File: src/rtl/regfile_writeback.sv
// Write-side front end for the 32x32 register file: merges ALU results and buffered load returns
// onto a single registered write port. Optional load bypass when built with WB_BYPASS_EN defined.
module regfile_writeback #(
    parameter int DATA_WIDTH = 32,
    parameter int ADDR_WIDTH = 5,
    parameter int FIFO_DEPTH = 4
) (
    input  logic                          clk,
    input  logic                          rst,
    input  logic                          alu_valid,
    input  logic [ADDR_WIDTH-1:0]         alu_rd,
    input  logic [DATA_WIDTH-1:0]         alu_data,
    output logic                          alu_ready,
    input  logic                          mem_valid,
    input  logic [ADDR_WIDTH-1:0]         mem_rd,
    input  logic [DATA_WIDTH-1:0]         mem_data,
    output logic                          mem_ready,
    output logic                          wr_en,
    output logic [ADDR_WIDTH-1:0]         rd,
    output logic [DATA_WIDTH-1:0]         data_wr,
    output logic [$clog2(FIFO_DEPTH):0]   fifo_count,
    output logic [31:0]                   busy_mask
);

    localparam int PTR_W = $clog2(FIFO_DEPTH);
    localparam int CNT_W = PTR_W + 1;

    logic [DATA_WIDTH-1:0] data_mem [FIFO_DEPTH];
    logic [ADDR_WIDTH-1:0] rd_mem   [FIFO_DEPTH];

    logic [PTR_W-1:0]      wptr_q, wptr_d;
    logic [PTR_W-1:0]      rptr_q, rptr_d;
    logic [CNT_W-1:0]      count_q, count_d;
    logic                  wr_en_q, wr_en_d;
    logic [ADDR_WIDTH-1:0] rd_q, rd_d;
    logic [DATA_WIDTH-1:0] data_q, data_d;

    logic                  full, empty;
    logic                  alu_fire, mem_fire;
    logic                  bypass, push, pop;
    logic                  sel_valid;
    logic [ADDR_WIDTH-1:0] sel_rd;
    logic [DATA_WIDTH-1:0] sel_data;

    // Readiness depends only on the registered occupancy, never on the incoming valids.
    assign full      = (count_q == CNT_W'(FIFO_DEPTH));
    assign empty     = (count_q == '0);
    assign alu_ready = !full;
    assign mem_ready = !full;
    assign alu_fire  = alu_valid && !full;
    assign mem_fire  = mem_valid && !full;

`ifdef WB_BYPASS_EN
    assign bypass = mem_fire && !alu_valid && empty && (mem_rd != '0);
`else
    assign bypass = 1'b0;
`endif

    // x0 loads complete the handshake but are never stored.
    assign push = mem_fire && (mem_rd != '0) && !bypass;
    assign pop  = !alu_fire && !empty;

    // NOTE: every signal assigned in always_comb gets a default first so no latch is inferred.
    always_comb begin
        sel_valid = 1'b0;
        sel_rd    = '0;
        sel_data  = '0;
        if (alu_fire) begin
            sel_valid = 1'b1;
            sel_rd    = alu_rd;
            sel_data  = alu_data;
        end else if (bypass) begin
            sel_valid = 1'b1;
            sel_rd    = mem_rd;
            sel_data  = mem_data;
        end else if (pop) begin
            sel_valid = 1'b1;
            sel_rd    = rd_mem[rptr_q];
            sel_data  = data_mem[rptr_q];
        end
    end

    always_comb begin
        wr_en_d = sel_valid && (sel_rd != '0);
        rd_d    = wr_en_d ? sel_rd   : rd_q;
        data_d  = wr_en_d ? sel_data : data_q;
    end

    always_comb begin
        wptr_d  = push ? wptr_q + PTR_W'(1) : wptr_q;
        rptr_d  = pop  ? rptr_q + PTR_W'(1) : rptr_q;
        count_d = count_q;
        case ({push, pop})
            2'b10:   count_d = count_q + CNT_W'(1);
            2'b01:   count_d = count_q - CNT_W'(1);
            default: count_d = count_q;
        endcase
    end

    // NOTE: sequential state uses non-blocking assignments so every register samples pre-edge values.
    always_ff @(posedge clk) begin
        if (rst) begin
            wptr_q  <= '0;
            rptr_q  <= '0;
            count_q <= '0;
            wr_en_q <= 1'b0;
            rd_q    <= '0;
            data_q  <= '0;
        end else begin
            wptr_q  <= wptr_d;
            rptr_q  <= rptr_d;
            count_q <= count_d;
            wr_en_q <= wr_en_d;
            rd_q    <= rd_d;
            data_q  <= data_d;
        end
    end

    // NOTE: the storage array is not reset; entries are only meaningful between rptr and wptr.
    always_ff @(posedge clk) begin
        if (push) begin
            data_mem[wptr_q] <= mem_data;
            rd_mem[wptr_q]   <= mem_rd;
        end
    end

    // An entry is live when its distance from the read pointer is below the occupancy.
    always_comb begin
        busy_mask = '0;
        for (int i = 0; i < FIFO_DEPTH; i++) begin
            logic [PTR_W-1:0] offs;
            offs = PTR_W'(i) - rptr_q;
            if ({1'b0, offs} < count_q) begin
                busy_mask = busy_mask | (32'd1 << rd_mem[i]);
            end
        end
    end

    assign wr_en      = wr_en_q;
    assign rd         = rd_q;
    assign data_wr    = data_q;
    assign fifo_count = count_q;

endmodule

File: config.mk
export PLATFORM = sky130hd
export DESIGN_NAME = regfile_writeback
export DESIGN_NICKNAME = d
export VERILOG_FILES = /design/src/rtl/regfile_writeback.sv
export SDC_FILE = /design/constraint.sdc
export NUM_CORES = 1
export LEC_CHECK = 0
export CORE_MARGIN = 1
export CORE_UTILIZATION = 36
export DETAILED_ROUTE_END_ITERATION = 6
export PLACE_DENSITY_LB_ADDON = 0.1
export SYNTH_ARGS = -nofsm -noshare
export SYNTH_HDL_FRONTEND = slang
export SYNTH_SLANG_ARGS = --single-unit
File: constraint.sdc
create_clock -name clk -period 3.65 [get_ports clk]
set_input_delay 0.73 -clock clk [delete_from_list [all_inputs] [get_ports clk]]
set_output_delay 0.73 -clock clk [all_outputs]
set_load 0.1 [all_outputs]
==> results of run 1 <==
==> routing by layer <==
layer / GRT usage / wire, um / vias to the layer above
li1: - / - / 2848
met1: 0.2722 / 11530 / 3209
met2: 0.3374 / 12600 / 187
met3: 0.03481 / 1104 / 18
met4: 0.05238 / 227 / 0
met5: 0 / 0 / -
==> cells in the mapped netlist, drive strengths merged (4+ instances only) <==
master	instances
edfxtp	148
dfxtp	47
inv	46
a21oi	38
mux4	37
a22o	33
a211oi	32
clkbuf	27
o22ai	24
nor2	23
a221o	20
buf	18
nand2	13
nand2b	13
a22oi	12
ha	9
and2	8
o211ai	8
nor2b	7
nor3	7
nor3b	7
nand3	6
o221ai	6
a211o	4
and3b	4
or3	4
xnor2	4
==> state kept, by name, summed over array words and instances (netlist names), named ones only <==
name	flops
data_mem	128
data_wr	32
rptr_q	2
rd_mem	20
fifo_count	3
wptr_q	2
wr_en	1
rd	5
==> worst max-delay path: stages, from the launching register on <==
cell	delay, ns
dfxtp_1	0.43
xnor2_1	0.17
inv_1	0.07
ha_1	0.27
a21oi_1	0.07
nor2_2	0.24
and3b_1	0.33
a221o_1	0.43
buf_4	0.25
==> worst max path at each step <==
stage,from,to,slack [ns],cells after the start
2_1_floorplan,fifo_count[1],busy_mask[10],-0.19,5
3_3_place_gp,mem_rd[1],fifo_count[2],0.21,10
3_5_place_dp,mem_rd[1],fifo_count[2],0.16,10
4_1_cts,rptr_q[0],busy_mask[31],0.11,8
5_1_grt,rptr_q[0],busy_mask[31],0.05,8
6_report,rptr_q[0],busy_mask[31],0.22,8
==> cell usage in the layout (no fill, tap or decap), types with 3 or more instances in the layout <==
cell and instances:
clkbuf_16 17, o211ai_1 8, clkdlybuf4s50_1 116, edfxtp_1 148, a211o_1 4, nand3_1 6, a211oi_1 4, nor2b_1 7
buf_4 24, ha_1 9, o22ai_1 24, and3b_1 4, mux4_2 37, nor2_1 22, nand2_1 13, a21oi_1 37
buf_12 32, inv_1 45, dfxtp_1 42, clkinv_8 3, and2_2 6, or3_1 4, xnor2_1 4, o221ai_1 4
nand2b_1 13, a211oi_2 28, a221o_1 20, inv_8 3, a22o_1 33, inv_6 3, nor3b_1 7, a22oi_1 10
nor3_1 7, dfxtp_2 3
==> cells by family after synthesis <==
kind of cell	count (synthesis)
buf+inv	91
mux	38
fa+ha+maj	10
compound gates	192
flops	195
xor+xnor	6
simple gates	106
==> power groups by stage <==
stage	Clock, W	Combinational, W	Sequential (W)
2_1_floorplan	0	0.00263	0.00416
3_3_place_gp	0	0.00506	0.00304
3_5_place_dp	0	0.00510	0.00306
4_1_cts	0.00195	0.00511	0.00301
5_1_grt	0.00204	0.00536	0.00305
6_report	0.00190	0.00509	0.00301
==> area by class of cell <==
type                    instances  area [um^2]  share of cell area
repair buffers                173         1987              0.1680
flip-flops and latches        195         5396              0.4563
well taps                     324        405.4             0.03428
inverters                      46        175.2             0.01481
multi-input cells             352         3253              0.2751
clock inverters                14        180.2             0.01523
clock buffers                  18        429.2             0.03629
==> stage by stage <==
| stage | std cells | worst slack (ns) |
|---|---|---|
| final | 1122 | 0.2206 |
| after global placement | 1090 | 0.2068 |
| after CTS | 1122 | 0.1095 |
| after global routing | 1122 | 0.04571 |
| after detailed placement | 1090 | 0.1559 |
| after floorplan | 638 | -0.1909 |
==> timing repair <==
item | 4_1_cts | 5_1_grt
setup endpoints to repair | 0 | 17
hold endpoints to repair | 0 | 0
resized for setup | 0 | 3
==> results.toml, run 1 <==
[finish]
nNetsFinal = 873
design_area_um2 = 11830
post-route-util = 0.4835
area_growth_pct = 31.24
drive_gt1_frac = 0.2243
nFillCells = 2133
n_antenna_cell = 0

[run]
maxCapViolCount = 0

[power_and_ir_drop]
power_w = 0.009998
sw_frac_of_total = 0.4581
ir_drop_v = 0.0004967
cellPowerDensity_nw_per_um2 = 845.4
p_sw_w = 0.004580
power_frac_seq = 0.301
combPwrFrac = 0.509
power.internal_w = 0.005418
leakagePower_nw = 3.926
p_clk_frac = 0.190

[floorplanning]
die-area_um2 = 25670
die_y_um = 160.2
chipWidth_um = 160.2
start_util = 0.3684
rows = 57
core_area_um2 = 24460
ios = 153

[clocking]
cts_tree = "done"
holdBufCountCts = 0
clkTransAtPathRegs_ns = 0.07
h-tree-depth = 4
cts_setup_buffers = 0
clock_latency_ns = 0.43
cts_buffers = 17
cts_root_buffer = "clkbuf_16"
cts_sinks = 195
cts_buffer_depth = 2

[sta]
worst_pin_slew_ns = 1.025
finalHoldViolations = 0
max_clock_freq_mhz = 291.6
grt_setup_unrepaired = "no"
timing.slew.headroom = 0.3146
finClkSkew_ns = 0.01416
whs_ns = 0.4600
setup_viol_count_final = 0
fin_crit_sh = 0.9396
slew_viol_final = 0
min_period_ns = 3.429
setup_tns_ns = 0

[setup_path]
worstPathRequired_ns = 2.92
regToRegEndpoint = "data_wr[18]"
regToRegSetupSlack_ns = 0.73
reg2reg_depth = 6
worstSetupPathType = "reg2out"
crit_arrival_ns = 2.70
crit_path_max_fanout = 8
crit_path_end_kind = "output port"
start_kind = "flop"

[detailed_routing]
vias_per_cell = 5.581
drc = 0
firstDrtPassIters = 5
wl_per_cell_um = 22.69
vias = 6262
drtIter0Drc = 422
ant_nets = 0
routed_wl_um = 25460

[placement]
dpl_cell_area_um2 = 11210
detailed_place_hpwl_um = 17950
numPortBuffers = 152
gp_congestion = 0.8842

[synth]
seq_area_frac_synth = 0.5976
synth_top_family_by_area = "compound AO/OA/AOI/OAI gates"
syn_area_um2 = 9011
synth-adder-area-share = 0.01472
synthTopCellsByArea = "edfxtp_1, dfxtp_1, mux4_2"
synth_top_area_share = 0.4932
ys_warn_count = 0
synthXorXnorAreaFrac = 0.005832
avgSynthCellArea_um2 = 14.12
synthCells = 638
synth.area.mux_share = 0.09359
synth-simple-area-share = 0.06665
synth_edf_count = 148
synth.largest_area_cell = "edfxtp_1"
yosysUniqueCellTypes = 58
async_flop_share = 0
synth_nets = 726
synth_flop_cell = "edfxtp_1"
synth-compound-area-share = 0.1759
ys_ff_latch = 195

[outcome]
status = "completed"

[min_path]
hp-class = "reg2reg"
hp-start = "data_wr[17]"
holdPathStages = 2
hold_end = "data_wr[17]"

[global_routing]
grt_max_degree = 38
grt.total_usage = 0.2022
antenna_found_initial = 0
grt_pass1_vias = 6330
grt_overflow = 0
grt_pass1_wl_um = 38900
Power figures use the tool's default switching activity.
==> inputs of run 2 (changes only) <==
--- a/config.mk
+++ b/config.mk
@@ -7,6 +7,7 @@
 export LEC_CHECK = 0
 export CORE_MARGIN = 1
 export CORE_UTILIZATION = 36
+export CTS_CLUSTER_DIAMETER = 200
 export DETAILED_ROUTE_END_ITERATION = 6
 export PLACE_DENSITY_LB_ADDON = 0.1
 export SYNTH_ARGS = -nofsm -noshare
==> results of run 2 <==
Final layout, timing and power as in run 1 (identical DEF).
